===== src/rtl/pipeline_sequencer.sv =====
// pipeline_sequencer
//   Fetch/issue sequencer sitting in front of the dependency check stage.
//   Issues one instruction word per non-held cycle. It injects a single NOP
//   bubble after a LOAD and two NOPs while a conditional jump resolves.
//   Unconditional jumps redirect pc directly, without a bubble.
//
// Ports
//   clk          system clock, all state on posedge
//   reset        asynchronous, active-low reset
//   ins_in[19:0] instruction word fetched from instruction memory at pc
//   hold         freeze: no state/pc/ins_out/stall/stall_count change
//   br_taken     conditional-jump outcome, sampled only in BR_WAIT2
//   br_target    conditional-jump target address, valid with br_taken
//   pc[7:0]      instruction memory address (registered)
//   ins_out      registered instruction to the dependency check stage
//   stall        1 while ins_out carries an injected NOP
//   state_o      00 RUN, 01 LD_BUB, 10 BR_WAIT1, 11 BR_WAIT2
//   stall_count  injected-bubble counter
//
// Build option
//   STALL_COUNTER_EN  when defined, stall_count is a saturating count of
//                     injected NOPs that clears only on reset. When it is
//                     undefined, stall_count is tied to zero.
module pipeline_sequencer (
  input  logic        clk,
  input  logic        reset,
  input  logic [19:0] ins_in,
  input  logic        hold,
  input  logic        br_taken,
  input  logic [7:0]  br_target,
  output logic [7:0]  pc,
  output logic [19:0] ins_out,
  output logic        stall,
  output logic [1:0]  state_o,
  output logic [7:0]  stall_count
);

  localparam logic [1:0] RUN      = 2'b00;
  localparam logic [1:0] LD_BUB   = 2'b01;
  localparam logic [1:0] BR_WAIT1 = 2'b10;
  localparam logic [1:0] BR_WAIT2 = 2'b11;

  localparam logic [19:0] NOP_WORD = 20'h00000;

  logic [1:0]  state;
  logic [1:0]  state_next;
  logic [7:0]  pc_next;
  logic [19:0] ins_next;
  logic        stall_next;

  logic [4:0]  opcode;
  logic        is_jmp;
  logic        is_cjmp;
  logic        is_load;

  assign opcode  = ins_in[19:15];
  assign is_jmp  = (opcode == 5'b11000);
  assign is_cjmp = (opcode[4:2] == 3'b111);
  assign is_load = (opcode == 5'b10100);

  always_comb begin
    state_next = state;
    pc_next    = pc;
    ins_next   = ins_out;
    stall_next = stall;
    case (state)
      RUN: begin
        ins_next   = ins_in;
        stall_next = 1'b0;
        if (is_jmp) begin
          pc_next    = ins_in[7:0];
          state_next = RUN;
        end else if (is_cjmp) begin
          // pc is held so the fall-through address is still pc+1 at resolution
          pc_next    = pc;
          state_next = BR_WAIT1;
        end else if (is_load) begin
          pc_next    = pc + 8'd1;
          state_next = LD_BUB;
        end else begin
          pc_next    = pc + 8'd1;
          state_next = RUN;
        end
      end
      LD_BUB: begin
        ins_next   = NOP_WORD;
        stall_next = 1'b1;
        state_next = RUN;
      end
      BR_WAIT1: begin
        ins_next   = NOP_WORD;
        stall_next = 1'b1;
        state_next = BR_WAIT2;
      end
      default: begin
        ins_next   = NOP_WORD;
        stall_next = 1'b1;
        pc_next    = br_taken ? br_target : (pc + 8'd1);
        state_next = RUN;
      end
    endcase
  end

  always_ff @(posedge clk or negedge reset) begin
    if (!reset) begin
      state   <= RUN;
      pc      <= '0;
      ins_out <= NOP_WORD;
      stall   <= 1'b0;
    end else if (!hold) begin
      state   <= state_next;
      pc      <= pc_next;
      ins_out <= ins_next;
      stall   <= stall_next;
    end
  end

  assign state_o = state;

`ifdef STALL_COUNTER_EN
  logic [7:0] bubble_count;

  // A NOP is injected exactly in the non-RUN states.
  always_ff @(posedge clk or negedge reset) begin
    if (!reset) begin
      bubble_count <= '0;
    end else if (!hold && (state != RUN) && (bubble_count != 8'hFF)) begin
      bubble_count <= bubble_count + 8'd1;
    end
  end

  assign stall_count = bubble_count;
`else
  assign stall_count = '0;
`endif

endmodule


===== config.mk =====
export PLATFORM = sky130hd
export DESIGN_NAME = pipeline_sequencer
export DESIGN_NICKNAME = d
export VERILOG_FILES = /design/src/rtl/pipeline_sequencer.sv
export SDC_FILE = /design/constraint.sdc
export NUM_CORES = 1
export LEC_CHECK = 0
export BUFFER_PORTS_ARGS = -buffer_cell sky130_fd_sc_hd__clkbuf_2
export CORE_ASPECT_RATIO = 1.1
export CORE_UTILIZATION = 47
export DETAILED_ROUTE_END_ITERATION = 16
export PLACE_DENSITY_LB_ADDON = 0.3
export SLEW_MARGIN = 30
export SYNTH_ARGS = -nofsm -noshare
export SYNTH_HDL_FRONTEND = slang
export SYNTH_SLANG_ARGS = --single-unit

===== constraint.sdc =====
create_clock -name clk -period 1.9 [get_ports clk]
set_input_delay 0.095 -clock clk [delete_from_list [all_inputs] [get_ports clk]]
set_output_delay 0.095 -clock clk [all_outputs]
set_load 0.02 [all_outputs]

# Word-level counts from Yosys, hierarchy flattened
# Cells that the tools add are included.
totals:
  reg_bits: 31
  output_inout_bits: 39
  elab_cells: 26
classes:
  add_sub_neg: 1
  n_eq_ne: 6
  n_mux: 10
  bitwise: 2
  reduce_logical: 3
op_table:
  columns: ["op", "count"]
  rows:
  - ["$mux 8", 3]
  - ["$mux 20", 1]
  - ["$pmux 8 s2", 1]
  - ["$eq 5x5->1 const B", 2]
  - ["$add 8x1->8 const B", 1]
  - ["$mux 2", 2]
  - ["$pmux 2 s2", 1]
  - ["$eq 3x3->1 const B", 1]
  - ["$ne 3x3->1 const B", 1]
  - ["$reduce_and 3->1", 1]
  - ["$eq 2x1->1 const B", 1]
  - ["$eq 2x2->1 const B", 1]
  - ["$logic_not 2->1", 1]
  - ["$mux 1", 2]
  - ["$not 1->1", 2]
  - ["$reduce_or 2->1", 1]

# Logic depth before layout (Yosys ltp)
logic_depth:
  depth_word: 5
  mapped_depth: 7
  depth_no_buf: 7

# Least setup slack after synthesis
# OpenSTA, ideal clock, no wires.
synth_timing:
  path_type: "reg2reg"
  start: "register state[0] (netlist: state_o[0])"
  end: "register pc[4]"
  setup_ps: 126
  arrival_time_ps: 1558
  slack_ps: 216
  path_stages_with_launch: 7
  cell_sequence: "dfrtp_1 inv_1 ha_1 nor2_1 nand2_1 buf_4 a221o_1"
synth_between:
  elab_chain_cells: 4
synth_lines:
  columns: ["item", "line", "text"]
  rows:
  - ["start, declared", "45", "logic [1:0] state;"]
  - ["start signal, assigned", "111", "state <= state_next;"]
  - ["$eq 2x2->1 or $eq 2x1->1 (tied branches)", "66", "case (state)"]
  - ["$reduce_or 2->1 (no line)", null, null]
  - ["$not 1->1 (no line)", null, null]
  - ["$reduce_and 3->1 (no line)", null, null]
  - ["end signal, assigned", "112", "pc <= pc_next;"]
  - ["end, declared", "31", "output logic [7:0] pc,"]
# Several ways; a longest one is shown, not always the timed one.
# A chain may end at the register's enable or synchronous reset.

# Worst setup path in the final report
layout_timing:
  start: "register state[1] (netlist: state_o[1])"
  end: "register pc[0]"
# Same word-level chain as after synthesis.

==> impl_metrics.py <==
metrics = {
    "setup_path": {
        "timing.reg2reg.worst_path_depth": 6,
        "crit_path_cell_trace": "inv_1 > ha_1 > nor2_1 > nand2_1 > buf_4 > o311ai_1",
        "crit_slowest_cell": "sky130_fd_sc_hd__dfrtp_1",
        "worst_ep_arrival_time_ns": 1.90,
        "timing.reg2reg.setup_slack_ns": 0.22,
        "worstReg2RegEnd": "pc[0]$_DFFE_PN0P_",
        "criticalPathCategory": "reg -> reg",
        "worst-path-buf-inv": 2,
        "crit_required_ns": 2.13,
        "crit_path_start_kind": "flop",
        "worst_path_largest_cell_delay_ns": 0.38,
        "critPathTopFamily": "flip-flops",
        "worstSetupEndpointType": "flop",
        "reg2reg_from": "state_o[1]$_DFFE_PN0N_",
        "critPathMaxFanout": 6,
    },
    "die": {
        "coreArea_um2": 3390,
        "initial_utilization": 0.501,
        "die_h_um": 65.0,
        "dieArea_um2": 3850,
        "fp.dieW_um": 59.3,
        "floorplan.io_pins": 71,
        "row_count": 22,
    },
    "timing": {
        "rsz0062_at_grt": "false",
        "worstMarginPinSlew_ns": 0.749,
        "final-setup-viol-count": 0,
        "achievable-frequency_mhz": 597,
        "maxSlewHeadroom": 0.501,
        "finalSetupTns_ns": 0,
        "drv_slew": 0,
        "timing.clock.skew_ns": 0.0100,
        "timing.final.crit_period_ns": 1.68,
        "timing.final.crit_share": 0.882,
        "setup_slack_ns": 0.224,
        "hold_viol_final": 0,
    },
    "layout": {
        "layout.area.seq_um2": 776,
        "drive_above_1_share": 0.284,
        "nNetsFinal": 302,
        "syn_to_final_growth_pct": 31.3,
        "antenna_cells": 0,
        "multi_input_area_um2": 813,
        "nFillCells": 319,
        "final_common_cell": "sky130_fd_sc_hd__clkbuf_2",
        "layout.cells.most_common_list": "62 x sky130_fd_sc_hd__clkbuf_2, 46 x sky130_fd_sc_hd__nand2_1, 31 x sky130_fd_sc_hd__dfrtp_1",
        "instances_no_fill": 316,
        "fin_util": 0.657,
    },
    "place": {
        "place_worst_setup_slack_ns": 0.254,
        "post-place-cells": 292,
        "dp_hpwl_mm": 2.66,
        "globalplace.congestion": 0.898,
        "port_buffers": 62,
    },
    "cts": {
        "clk-insertion-delay-late_ns": 0.33,
        "postCtsSetupBuffers": 0,
        "clkSlewWorstSetupHoldPaths_ns": 0.10,
        "numClockSinks": 31,
        "max-clock-path-buffers": 2,
        "cts_inserted_buffers": 5,
        "tritoncts": "done",
        "postCtsResizedCells": 0,
        "holdBufCountCts": 15,
        "cts_root_cell": "sky130_fd_sc_hd__clkbuf_4",
        "ctsHtreeMaxLevel": 2,
    },
    "routing": {
        "detailedRoute.firstPassIterationCount": 4,
        "via_per_inst": 4.97,
        "top_signal_layer_used": "met4",
        "final_antenna_net_count": 0,
        "wirelength_met1_mm": 1.73,
        "detailroute.wirelength.met2_mm": 1.88,
        "initialDrtViolationCount": 58,
        "drc_errors_left": 0,
        "wirelength_mm": 3.92,
        "route.detailed.wl_per_inst_um": 12.4,
        "routed_vias": 1572,
        "wl_met3_um": 245,
    },
    "synthesis": {
        "netlist_top_cells_area": "sky130_fd_sc_hd__dfrtp_1 46%, sky130_fd_sc_hd__nand2_1 10%, sky130_fd_sc_hd__o21ai_1 6.5%, sky130_fd_sc_hd__buf_4 4.0%, sky130_fd_sc_hd__a211oi_1 2.2%",
        "synth_seq_cells": 31,
        "synth_async_sr_flop_share": 1.00,
        "synth_top_cell_area_share": 0.458,
        "synth_cell_type_count": 37,
        "synth_edf_count": 0,
        "mappedNetlistArea_um2": 1700,
        "synthesis_warning_total": 0,
        "ys.flop_type": "sky130_fd_sc_hd__dfrtp_1",
        "netlist_instances": 191,
        "netlist.top_cell.by_area": "sky130_fd_sc_hd__dfrtp_1",
        "synth.yosys.seq_area_share": 0.458,
        "syn-mean-instance-area_um2": 8.88,
    },
    "hold_path": {
        "hp-start": "ins_in[0]",
        "hold_crit_path_type": "in -> reg",
        "worstHoldPathCells": 3,
        "holdPathEnd": "ins_out[0]$_DFFE_PN0N_",
    },
    "power": {
        "vdd_drop_max_mv": 0.652,
        "intPower_w": 0.00136,
        "total_leakage_power_nw": 1.14,
        "power.combinational.fraction": 0.387,
        "power.net_switching_w": 0.000896,
        "power.switching_fraction": 0.396,
        "pwr-share-clk": 0.194,
        "power.share.sequential": 0.419,
        "pwr_density_cell_nw_per_um2": 1020,
    },
    "global_routing": {
        "first_global_vias": 1472,
        "track_usage": 0.221,
        "grt_pass1_wl_mm": 6.44,
        "grt_overflow_total": 0,
        "antenna_found_initial": 0,
        "grt_start_max_net_pins": 47,
    },
    "status": {
        "status": "completed",
    },
    "run": {
        "drv_cap": 0,
    },
}
[logic make-up after synthesis]
kind of cell             Yosys count  share of synthesized area
AO/OA/AOI/OAI                     49                      0.181
XOR/XNOR                           5                     0.0258
adder cells (fa/ha/maj)            3                     0.0221
buffers and inverters             22                     0.0782
flip-flops                        31                      0.458
multiplexers                       4                     0.0244
other                              1                    0.00221
AND/OR/NAND/NOR                   76                      0.209
[synthesized netlist by cell type, types with 2 or more instances]
library cell / instances
sky130_fd_sc_hd__nand2_1: 46
sky130_fd_sc_hd__a32oi_1: 2
sky130_fd_sc_hd__inv_1: 2
sky130_fd_sc_hd__xor2_1: 4
sky130_fd_sc_hd__o311ai_1: 2
sky130_fd_sc_hd__nor2_1: 10
sky130_fd_sc_hd__o21ai_0: 2
sky130_fd_sc_hd__nor2b_1: 2
sky130_fd_sc_hd__buf_4: 9
sky130_fd_sc_hd__ha_1: 3
sky130_fd_sc_hd__and3_1: 3
sky130_fd_sc_hd__nand3_1: 7
sky130_fd_sc_hd__mux2i_1: 3
sky130_fd_sc_hd__a21oi_1: 6
sky130_fd_sc_hd__a221o_1: 2
sky130_fd_sc_hd__dfrtp_1: 31
sky130_fd_sc_hd__nor3_1: 3
sky130_fd_sc_hd__a211o_1: 2
sky130_fd_sc_hd__buf_6: 2
sky130_fd_sc_hd__o21ai_1: 22
sky130_fd_sc_hd__clkbuf_1: 5
sky130_fd_sc_hd__a211oi_1: 5
sky130_fd_sc_hd__buf_1: 3
sky130_fd_sc_hd__a21o_1: 2
[layer usage]
| metal | up-vias | global-route usage |
|---|---|---|
| met3 | 7 | 0.0499 |
| met5 | - | 0 |
| met4 | 0 | 0.0744 |
| met2 | 52 | 0.386 |
| li1 | 802 | - |
| met1 | 711 | 0.261 |
[worst reg2reg max path, delay by kind of cell (launching register included)]
kind,cells,cell delay (ns)
DFF,1,0.38
and+or+nand+nor,2,0.33
AOI/OAI and AO/OA,1,0.28
adders and majority gates,1,0.31
buffers and inverters,2,0.27
[worst max-delay path by stage]
stage,end,depth (start not counted),slack (ns),startpoint
after detailed placement,pc[3]$_DFFE_PN0P_,6,0.25,state_o[0]$_DFFE_PN0N_
after global routing,pc[0]$_DFFE_PN0P_,6,0.09,state_o[1]$_DFFE_PN0N_
after floorplan,pc[4]$_DFFE_PN0P_,6,0.22,state_o[0]$_DFFE_PN0N_
after global placement,pc[3]$_DFFE_PN0P_,6,0.28,state_o[0]$_DFFE_PN0N_
after CTS,pc[0]$_DFFE_PN0P_,6,0.23,state_o[1]$_DFFE_PN0N_
final,pc[0]$_DFFE_PN0P_,6,0.22,state_o[1]$_DFFE_PN0N_
[flip-flops by register name, indices dropped and copies added (netlist names)]
register  flops
state_o       2
stall         1
pc            8
ins_out      20
[per-stage QoR]
stage          total power, W  area, µm²  hold WS (ns)
3_3_place_gp          0.00179       2000         0.199
4_1_cts               0.00227       2220     0.0000520
6_report              0.00226       2230       0.00218
2_1_floorplan         0.00152       1720        -0.201
3_5_place_dp          0.00180       2000         0.191
5_1_grt               0.00242       2230        0.0181
[power by group through the flow]
stage	clock network, W	registers, W	logic, W
floorplan	0	0.00109	0.000428
global placement	0	0.000951	0.000835
detailed placement	0	0.000951	0.000851
CTS	0.000450	0.000942	0.000876
global route	0.000483	0.000971	0.000969
finish	0.000439	0.000947	0.000873
[cell type report]
cell class / instances / share of cell area
sequential: 31 / 0.349
clock buffer: 8 / 0.0309
multi-input combinational: 145 / 0.365
tap: 48 / 0.0270
timing repair buffer: 82 / 0.225
inverter: 2 / 0.00337
Power figures use the tool's default switching activity.
